**src/rtl/sm4_iter.sv**
```systemverilog
// Iterative SM4 block cipher core: RPC rounds per clock, on-chip key expansion
// into a 32-entry round-key file, with optional reuse of the last expanded key.
module sm4_iter #(
  parameter int unsigned RPC       = 1,
  parameter bit          KEY_CACHE = 1'b1
) (
  input  logic         clk,
  input  logic         rst_n,
  input  logic         start,
  input  logic         mode,
  input  logic [127:0] key,
  input  logic [127:0] din,
  output logic         busy,
  output logic         done,
  output logic [127:0] dout
);

  localparam int unsigned N    = 32 / RPC;
  localparam logic [4:0]  LAST = 5'(N - 1);

  localparam logic [127:0] FK = 128'ha3b1bac656aa3350677d9197b27022dc;

  localparam logic [2047:0] SBOX = {
    128'hd690e9fecce13db716b614c228fb2c05, 128'h2b679a762abe04c3aa44132649860699,
    128'h9c4250f491ef987a33540b43edcfac62, 128'he4b31ca9c908e89580df94fa758f3fa6,
    128'h4707a7fcf37317ba83593c19e6854fa8, 128'h686b81b27164da8bf8eb0f4b70569d35,
    128'h1e240e5e6358d1a225227c3b01217887, 128'hd40046579fd327524c3602e7a0c4c89e,
    128'heabf8ad240c738b5a3f7f2cef96115a1, 128'he0ae5da49b341a55ad933230f58cb1e3,
    128'h1df6e22e8266ca60c02923ab0d534e6f, 128'hd5db3745defd8e2f03ff6a726d6c5b51,
    128'h8d1baf92bbddbc7f11d95c411f105ad8, 128'h0ac13188a5cd7bbd2d74d012b8e5b4b0,
    128'h8969974a0c96777e65b9f109c56ec684, 128'h18f07dec3adc4d2079ee5f3ed7cb3948
  };

  typedef enum logic [1:0] {IDLE, KEYEXP, CRYPT} state_t;

  state_t       state;
  logic [4:0]   cnt;
  logic         mode_q;
  logic [127:0] key_q;
  logic [127:0] din_q;
  logic [127:0] key_st;
  logic         key_valid;
  logic         key_hit;
  logic [31:0]  kreg [4];
  logic [31:0]  xreg [4];
  logic [31:0]  rkf  [32];
  logic [31:0]  kc   [RPC+4];
  logic [31:0]  xc   [RPC+4];
  logic [4:0]   ridx [RPC];

  // Table entry 0 sits in the top byte, so entry a lives at bit (255-a)*8.
  function automatic logic [7:0] sbox(input logic [7:0] a);
    logic [10:0] idx;
    idx = {~a, 3'b000};
    return SBOX[idx +: 8];
  endfunction

  function automatic logic [31:0] tau(input logic [31:0] a);
    logic [31:0] t;
    for (int unsigned j = 0; j < 4; j++) t[8*j +: 8] = sbox(a[8*j +: 8]);
    return t;
  endfunction

  function automatic logic [31:0] rol(input logic [31:0] x, input int unsigned n);
    return (x << n) | (x >> (32 - n));
  endfunction

  function automatic logic [31:0] l_enc(input logic [31:0] b);
    return b ^ rol(b, 2) ^ rol(b, 10) ^ rol(b, 18) ^ rol(b, 24);
  endfunction

  function automatic logic [31:0] l_key(input logic [31:0] b);
    return b ^ rol(b, 13) ^ rol(b, 23);
  endfunction

  // CK byte j of round r is (4r+j)*7 mod 256.
  function automatic logic [31:0] ck_word(input logic [4:0] r);
    logic [31:0] w;
    for (int unsigned j = 0; j < 4; j++) w[8*(3-j) +: 8] = 8'((32'(r) * 4 + j) * 7);
    return w;
  endfunction

  assign busy    = (state != IDLE);
  assign key_hit = KEY_CACHE && key_valid && (key == key_st);

  always_comb begin
    for (int unsigned i = 0; i < 4; i++) begin
      kc[i] = kreg[i];
      xc[i] = xreg[i];
    end
    for (int unsigned j = 0; j < RPC; j++) begin
      ridx[j]  = 5'(32'(cnt) * RPC + j);
      kc[j+4]  = kc[j] ^ l_key(tau(kc[j+1] ^ kc[j+2] ^ kc[j+3] ^ ck_word(ridx[j])));
      // Decrypt walks the key file backwards; 31-i is the bitwise inverse of i.
      xc[j+4]  = xc[j] ^ l_enc(tau(xc[j+1] ^ xc[j+2] ^ xc[j+3] ^
                                   rkf[mode_q ? ~ridx[j] : ridx[j]]));
    end
  end

  always_ff @(posedge clk) begin
    if (state == KEYEXP) begin
      for (int unsigned j = 0; j < RPC; j++) rkf[ridx[j]] <= kc[j+4];
    end
  end

  always_ff @(posedge clk or negedge rst_n) begin
    if (!rst_n) begin
      state     <= IDLE;
      cnt       <= '0;
      mode_q    <= 1'b0;
      key_q     <= '0;
      din_q     <= '0;
      key_st    <= '0;
      key_valid <= 1'b0;
      done      <= 1'b0;
      dout      <= '0;
      kreg      <= '{default: '0};
      xreg      <= '{default: '0};
    end else begin
      done <= 1'b0;
      unique case (state)
        IDLE: begin
          if (start) begin
            mode_q <= mode;
            key_q  <= key;
            din_q  <= din;
            cnt    <= '0;
            if (key_hit) begin
              state <= CRYPT;
              for (int unsigned i = 0; i < 4; i++) xreg[i] <= din[127-32*i -: 32];
            end else begin
              state     <= KEYEXP;
              key_valid <= 1'b0;
              for (int unsigned i = 0; i < 4; i++)
                kreg[i] <= key[127-32*i -: 32] ^ FK[127-32*i -: 32];
            end
          end
        end
        KEYEXP: begin
          for (int unsigned i = 0; i < 4; i++) kreg[i] <= kc[RPC+i];
          cnt <= cnt + 5'd1;
          if (cnt == LAST) begin
            state     <= CRYPT;
            cnt       <= '0;
            key_valid <= 1'b1;
            key_st    <= key_q;
            for (int unsigned i = 0; i < 4; i++) xreg[i] <= din_q[127-32*i -: 32];
          end
        end
        CRYPT: begin
          for (int unsigned i = 0; i < 4; i++) xreg[i] <= xc[RPC+i];
          cnt <= cnt + 5'd1;
          if (cnt == LAST) begin
            dout  <= {xc[RPC+3], xc[RPC+2], xc[RPC+1], xc[RPC]};
            done  <= 1'b1;
            state <= IDLE;
            cnt   <= '0;
          end
        end
        default: state <= IDLE;
      endcase
    end
  end

endmodule

```
**config.mk**
```make
export PLATFORM = sky130hd
export DESIGN_NAME = sm4_iter
export DESIGN_NICKNAME = d
export VERILOG_FILES = /design/src/rtl/sm4_iter.sv
export SDC_FILE = /design/constraint.sdc
export NUM_CORES = 2
export LEC_CHECK = 0
export ABC_AREA = 1
export BUFFER_PORTS_ARGS = -buffer_cell sky130_fd_sc_hd__buf_2
export CAP_MARGIN = 20
export CORE_UTILIZATION = 37
export CTS_BUF_LIST = sky130_fd_sc_hd__clkbuf_16
export DETAILED_ROUTE_END_ITERATION = 6
export GPL_TIMING_DRIVEN = 0
export PLACE_DENSITY = 0.57
export RECOVER_POWER = 25
export SKIP_LAST_GASP = 1
export SLEW_MARGIN = 5
export SYNTH_ARGS = -nofsm -noshare
export SYNTH_HDL_FRONTEND = slang
export SYNTH_SLANG_ARGS = --single-unit
```
**constraint.sdc**
```tcl
create_clock -name clk -period 13.05 [get_ports clk]
set_clock_uncertainty 0.2 [all_clocks]
set_input_delay 1.9575 -clock clk [delete_from_list [all_inputs] [get_ports clk]]
set_output_delay 1.9575 -clock clk [all_outputs]
set_load 0.05 [all_outputs]
```
### Word-level counts from Yosys, hierarchy flattened

Memory sizes are Yosys's and may differ from the RTL's.
Cells that the tools add are included.

| operators by class | value |
|---|---|
| mux-type cells | 24 |
| $mul | 4 |
| bitwise gates (word level) | 33 |
| shifts and indexed selects | 8 |
| equal/unequal tests | 9 |
| reductions and logical operators | 15 |
| add/sub/neg operators | 4 |

Operator list:

| operator | number |
|---|---|
| indexed part select 2048 x 12 -> 8 bit (first input constant) | 8 |
| two-way mux 128 bit | 5 |
| bitwise XOR 32 bit | 14 |
| case mux 128 bit (3 select lines) | 1 |
| case mux 128 bit (2 select lines) | 1 |
| == test 128 bit | 1 |
| NOT 8 bit | 8 |
| OR 32 x 10 -> 32 bit | 1 |
| OR 32 x 13 -> 32 bit | 1 |
| OR 32 x 18 -> 32 bit | 1 |
| OR 32 x 2 -> 32 bit | 1 |
| OR 32 x 23 -> 32 bit | 1 |
| OR 32 x 24 -> 32 bit | 1 |
| NOT 14 bit | 2 |
| multiplier 8 x 3 -> 8 bit (second input constant) | 3 |
| NOT 19 bit | 1 |
| NOT 17 bit | 1 |
| adder 7 x 2 -> 8 bit (second input constant) | 2 |
| two-way mux 5 bit | 3 |
| case mux 5 bit (2 select lines) | 1 |
| adder 7 x 1 -> 8 bit (second input constant) | 1 |
| two-way mux 2 bit | 4 |
| != test 2 bit (second input constant) | 4 |
| AND reduction 2 bit | 4 |
| 17 further kinds | 27 |

| word-level totals | value |
|---|---|
| input port bits | 260 |
| register bits | 778 |
| memories kept | 1 |
| logic and storage cells | 115 |
| bits in writable memories | 1,024 |
| output and inout port bits | 130 |

Memories:

| name | words | width | rd ports | clocked after Yosys merged registers in | wr ports | line | source |
|---|---|---|---|---|---|---|---|
| rkf | 32 | 32 | 1 | 0 | 1 | 46 | `logic [31:0] rkf [32];` |

### Logic depth before layout (Yosys ltp)

An unclocked memory read counts as a cell.

| logic depth | value |
|---|---|
| depth after elaboration | 13 |
| gate-level depth with buffers | 40 |
| mapped depth without buffers | 35 |

### Worst setup path before layout

OpenSTA, ideal clock, no wires.

| timing | value |
|---|---|
| path type | register to register |
| start point | reg cnt[1] |
| end point | mem rkf[0][3], data pin |
| data required time | 12.456 ns |
| setup time | 0.394 ns |
| stages on the path, launching flop included | 14 |
| buffers on the path | 2 |
| slack | 7.817 ns |
| clock period less this slack | 5.233 ns |
| arrival time | 4.639 ns |
| cell sequence | dfrtp_1 -> fa_1 -> ha_1 -> clkbuf_1 -> inv_1 -> xor2_1 -> xnor2_1 -> clkinv_1 -> clkbuf_1 -> a21oi_1 -> a211oi_1 -> o21ai_0 -> xor2_1 -> xnor2_1 |

RTL lines:

| what | line | source |
|---|---|---|
| start: declaration | 37 | `logic [4:0] cnt;` |
| start signal: assignment | 141 | `cnt <= cnt + 5'd1;` |
| start signal: assignment | 152 | `cnt <= cnt + 5'd1;` |
| end: declaration | 46 |  |

==> out/metrics.csv <==
stage,metric,value,unit
yosys,synth_edf_count,1024,
detailed_routing,avgRoutedWirePerCell,33.6,microns
detailed_routing,routed.top_layer,met5,
cells_and_area,area.sequential,0.0502,sq mm
sta,post-route-period-util,0.707,
yosys,synth_ff_type,edfxtp_1,
placed_design,place_ws,4910,ps
detailed_routing,wl_met3,58300,microns
detailed_routing,wl,580000,microns
yosys,synth.top_cell.area_share,0.295,
worst_setup_path,r2r_end,rkf[20][5],
sta,post-route-min-period,9230,ps
yosys,synth_area,0.104,sq mm
clock_network,cts_tree,built,
yosys,synth_seq_area_share,0.483,
cells_and_area,fin_util,0.429,
yosys,synth_fa_ha_area_frac,0.0222,
clock_network,cts_root_buf,clkbuf_16,
yosys,synthArstFlopShare,0.432,
yosys,synth_compound_area_frac,0.100,
worst_setup_path,path_cells,clkbuf_1 -> clkbuf_1 -> buf_16 -> buf_16 -> clkbuf_2,
yosys,synth_seq_cells,1802,
worst_setup_path,r2r_setup_slack,4510,ps
yosys,yosysUniqueCellTypes,66,
yosys,syn_nets,13100,
worst_setup_path,cpMaxStageDelayCell,clkbuf_1,
global_route,grt_pass1_vias,99400,
global_route,grt_first_pass_wirelength,798000,microns
sta,post-route-worst-setup-slack,3820,ps
floorplanning,die_y,532,microns
worst_setup_path,cp.required,13230,ps
placed_design,placed_cell_area,0.114,sq mm
floorplanning,die_w,532,microns
yosys,yosys-top-cells-area,"edfxtp_1 (30%), dfrtp_1 (19%), nand2_1 (13%)",
worst_setup_path,crit_path_max_incr_delay,2890,ps
detailed_routing,wl_met2,252000,microns
worst_setup_path,crit_path_end_kind,asynchronous set/reset pin,
clock_network,numCtsBuffers,198,
worst_setup_path,r2r_cells,17,
clock_network,htreeDepth,4,
yosys,synth_xor_area_frac,0.0279,
worst_hold_path,min_to,dout[103],
worst_hold_path,min_path_cells,2,
cells_and_area,layout.nets,13800,
sta,max-slew-margin-rel,-3.19,
clock_network,postCtsHoldBufs,0,
clock_network,postCtsSetupRepairBufs,0,
run_status,outcome,"complete, but fails checks",
cells_and_area,nFillCells,28400,
detailed_routing,vias,106000,
worst_setup_path,path_max_fanout,111,
global_route,grt_usage,0.398,
yosys,yosys_warnings,0,
yosys,avgSynthCellArea,8.25,sq um
yosys,synth-simple-area-share,0.282,
detailed_routing,first_iter_violations,15600,
placed_design,portBuffers,389,
detailed_routing,drt_first_pass_iters,7,
flow_run,maxCapViolations,6,
sta,slew_viol_final,452,
yosys,synthMuxAreaShare,0.0211,
clock_network,cts_sinks,1802,
clock_network,clock_latency,960,ps
global_route,grt.overflow.total,0,
cells_and_area,multiInputGateArea,0.0476,sq mm
sta,tightest_slew,6280,ps
sta,finalSetupViolations,0,
floorplanning,io_pins,390,
sta,whs,277,ps
detailed_routing,wl_met1,225000,microns
worst_setup_path,crit_path_start_kind,primary input,
clock_network,clkTransAtPathRegs,60,ps
placed_design,dp_hpwl,439000,microns
global_route,grt_max_degree,112,
global_route,antenna_found_initial,38,
detailed_routing,drc,22,
cells_and_area,final_cell_area,0.120,sq mm
worst_hold_path,min-delay-start,dout[103],
floorplanning,dieArea,0.283,sq mm
worst_setup_path,worstPathArrival,9410,ps
clock_network,clock_tree.buffer_depth,4,
floorplanning,core,0.280,sq mm
sta,finalHoldViolations,0,
cells_and_area,syn_to_final_growth,15.3,%
detailed_routing,vias_per_cell,6.12,
floorplanning,num_rows,194,
worst_hold_path,hold_path_class,reg -> reg,
cells_and_area,layout-drive-gt1-share,0.119,
clock_network,cts-resized-gates,0,
worst_setup_path,reg2reg_from,cnt[1],
floorplanning,initial_core_util,0.372,
run_status,violations,"design-rule violations, max-capacitance violations, max-slew violations",
yosys,synthCells,12600,
worst_setup_path,critical_path_class,in -> async,
yosys,synth_top_cell_by_area,edfxtp_1,
yosys,synth_top_family_by_area,simple AND/OR/NAND/NOR gates,
sta,fmax,0.108,GHz
sta,rsz0062_at_grt,false,
detailed_routing,postRouteAntennaNets,0,
placed_design,gp_congestion,1.03,
[metal layers]
layer  vias to the layer above  GRT usage
li1                      44700          -
met1                     51800      0.521
met2                      7286      0.608
met3                      1654     0.0717
met4                        10      0.252
met5                         -          0
[state kept, by name, summed over array words and instances (netlist names)]
signal,count
key_valid,1
key_st,128
din_q,128
done,1
xc,128
key_q,128
dout,128
rkf,1024
kc,128
cnt,5
mode_q,1
state,2
[cell usage after synthesis, drive strengths merged (2+ instances only)]
library cell and count:
a211oi 14, a21oi 360, a221oi 114, a22o 2, a22oi 3, a311oi 2, a31o 2, a31oi 47
a32o 2, a32oi 4, and3 4, buf 405, clkbuf 373, clkinv 10, dfrtp 778, edfxtp 1024
fa 11, ha 167, inv 759, mux2 195, nand2 3742, nand3 2263, nand3b 19, nand4 32
nor2 740, nor3 30, nor4 16, o2111ai 22, o211ai 112, o21a 3, o21ai 609, o21bai 7
o221ai 65, o22a 4, o22ai 176, o311ai 37, o31ai 117, o32ai 2, or2 18, or4 2
xnor2 128, xor2 192
[final cells by class]
type / instances / area share
Sequential cell: 1802 / 0.418
Multi-Input combinational cell: 9266 / 0.397
Clock buffer: 199 / 0.0415
Tap cell: 3724 / 0.0388
Timing Repair Buffer: 518 / 0.0371
Buffer: 778 / 0.0316
Inverter: 769 / 0.0241
Clock inverter: 161 / 0.0109
Antenna cell: 33 / 0.000688
[critical path, delay by kind of cell]
kind                   cells  cell delay (ps)
buffers and inverters      5             7180
[stage by stage]
stage,setup TNS [ps],cells
2_1_floorplan,0,12600
5_1_grt,0,17200
3_5_place_dp,0,16800
3_3_place_gp,-5847340,16700
6_report,0,17300
4_1_cts,0,17200
[cell usage in the layout (no fill, tap or decap), types with 117 or more instances in the layout]
master,instances
xor2_1,162
edfxtp_1,1024
xnor2_1,119
o22ai_1,176
inv_1,729
nand2_1,3654
clkbuf_1,380
dfrtp_1,778
mux2_2,195
o21ai_0,559
buf_2,635
clkbuf_16,199
nor2_1,704
a21oi_1,359
ha_1,167
o31ai_1,117
nand3_1,2248
[cells by family after synthesis]
family	after synthesis
flops	1802
buf+inv	1547
mux	195
compound gates	1707
xor+xnor	320
fa+ha+maj	178
simple gates	6866
[worst max path at each step]
| stage | from | cells past startpoint | slack (ps) | endpoint |
|---|---|---|---|---|
| finish | rst_n | 5 | 3820 | kc[82] |
| global route | rst_n | 5 | 2450 | kc[58] |
| global placement | rst_n | 1 | -7650 | key_st[118] |
| floorplan | cnt[1] | 13 | 7820 | rkf[0][3] |
| detailed placement | cnt[2] | 31 | 4910 | xc[40] |
| CTS | cnt[2] | 31 | 4850 | xc[40] |
Power is not shown: default switching activity piles up to over one toggle a cycle in this logic, so the estimate is an artifact.
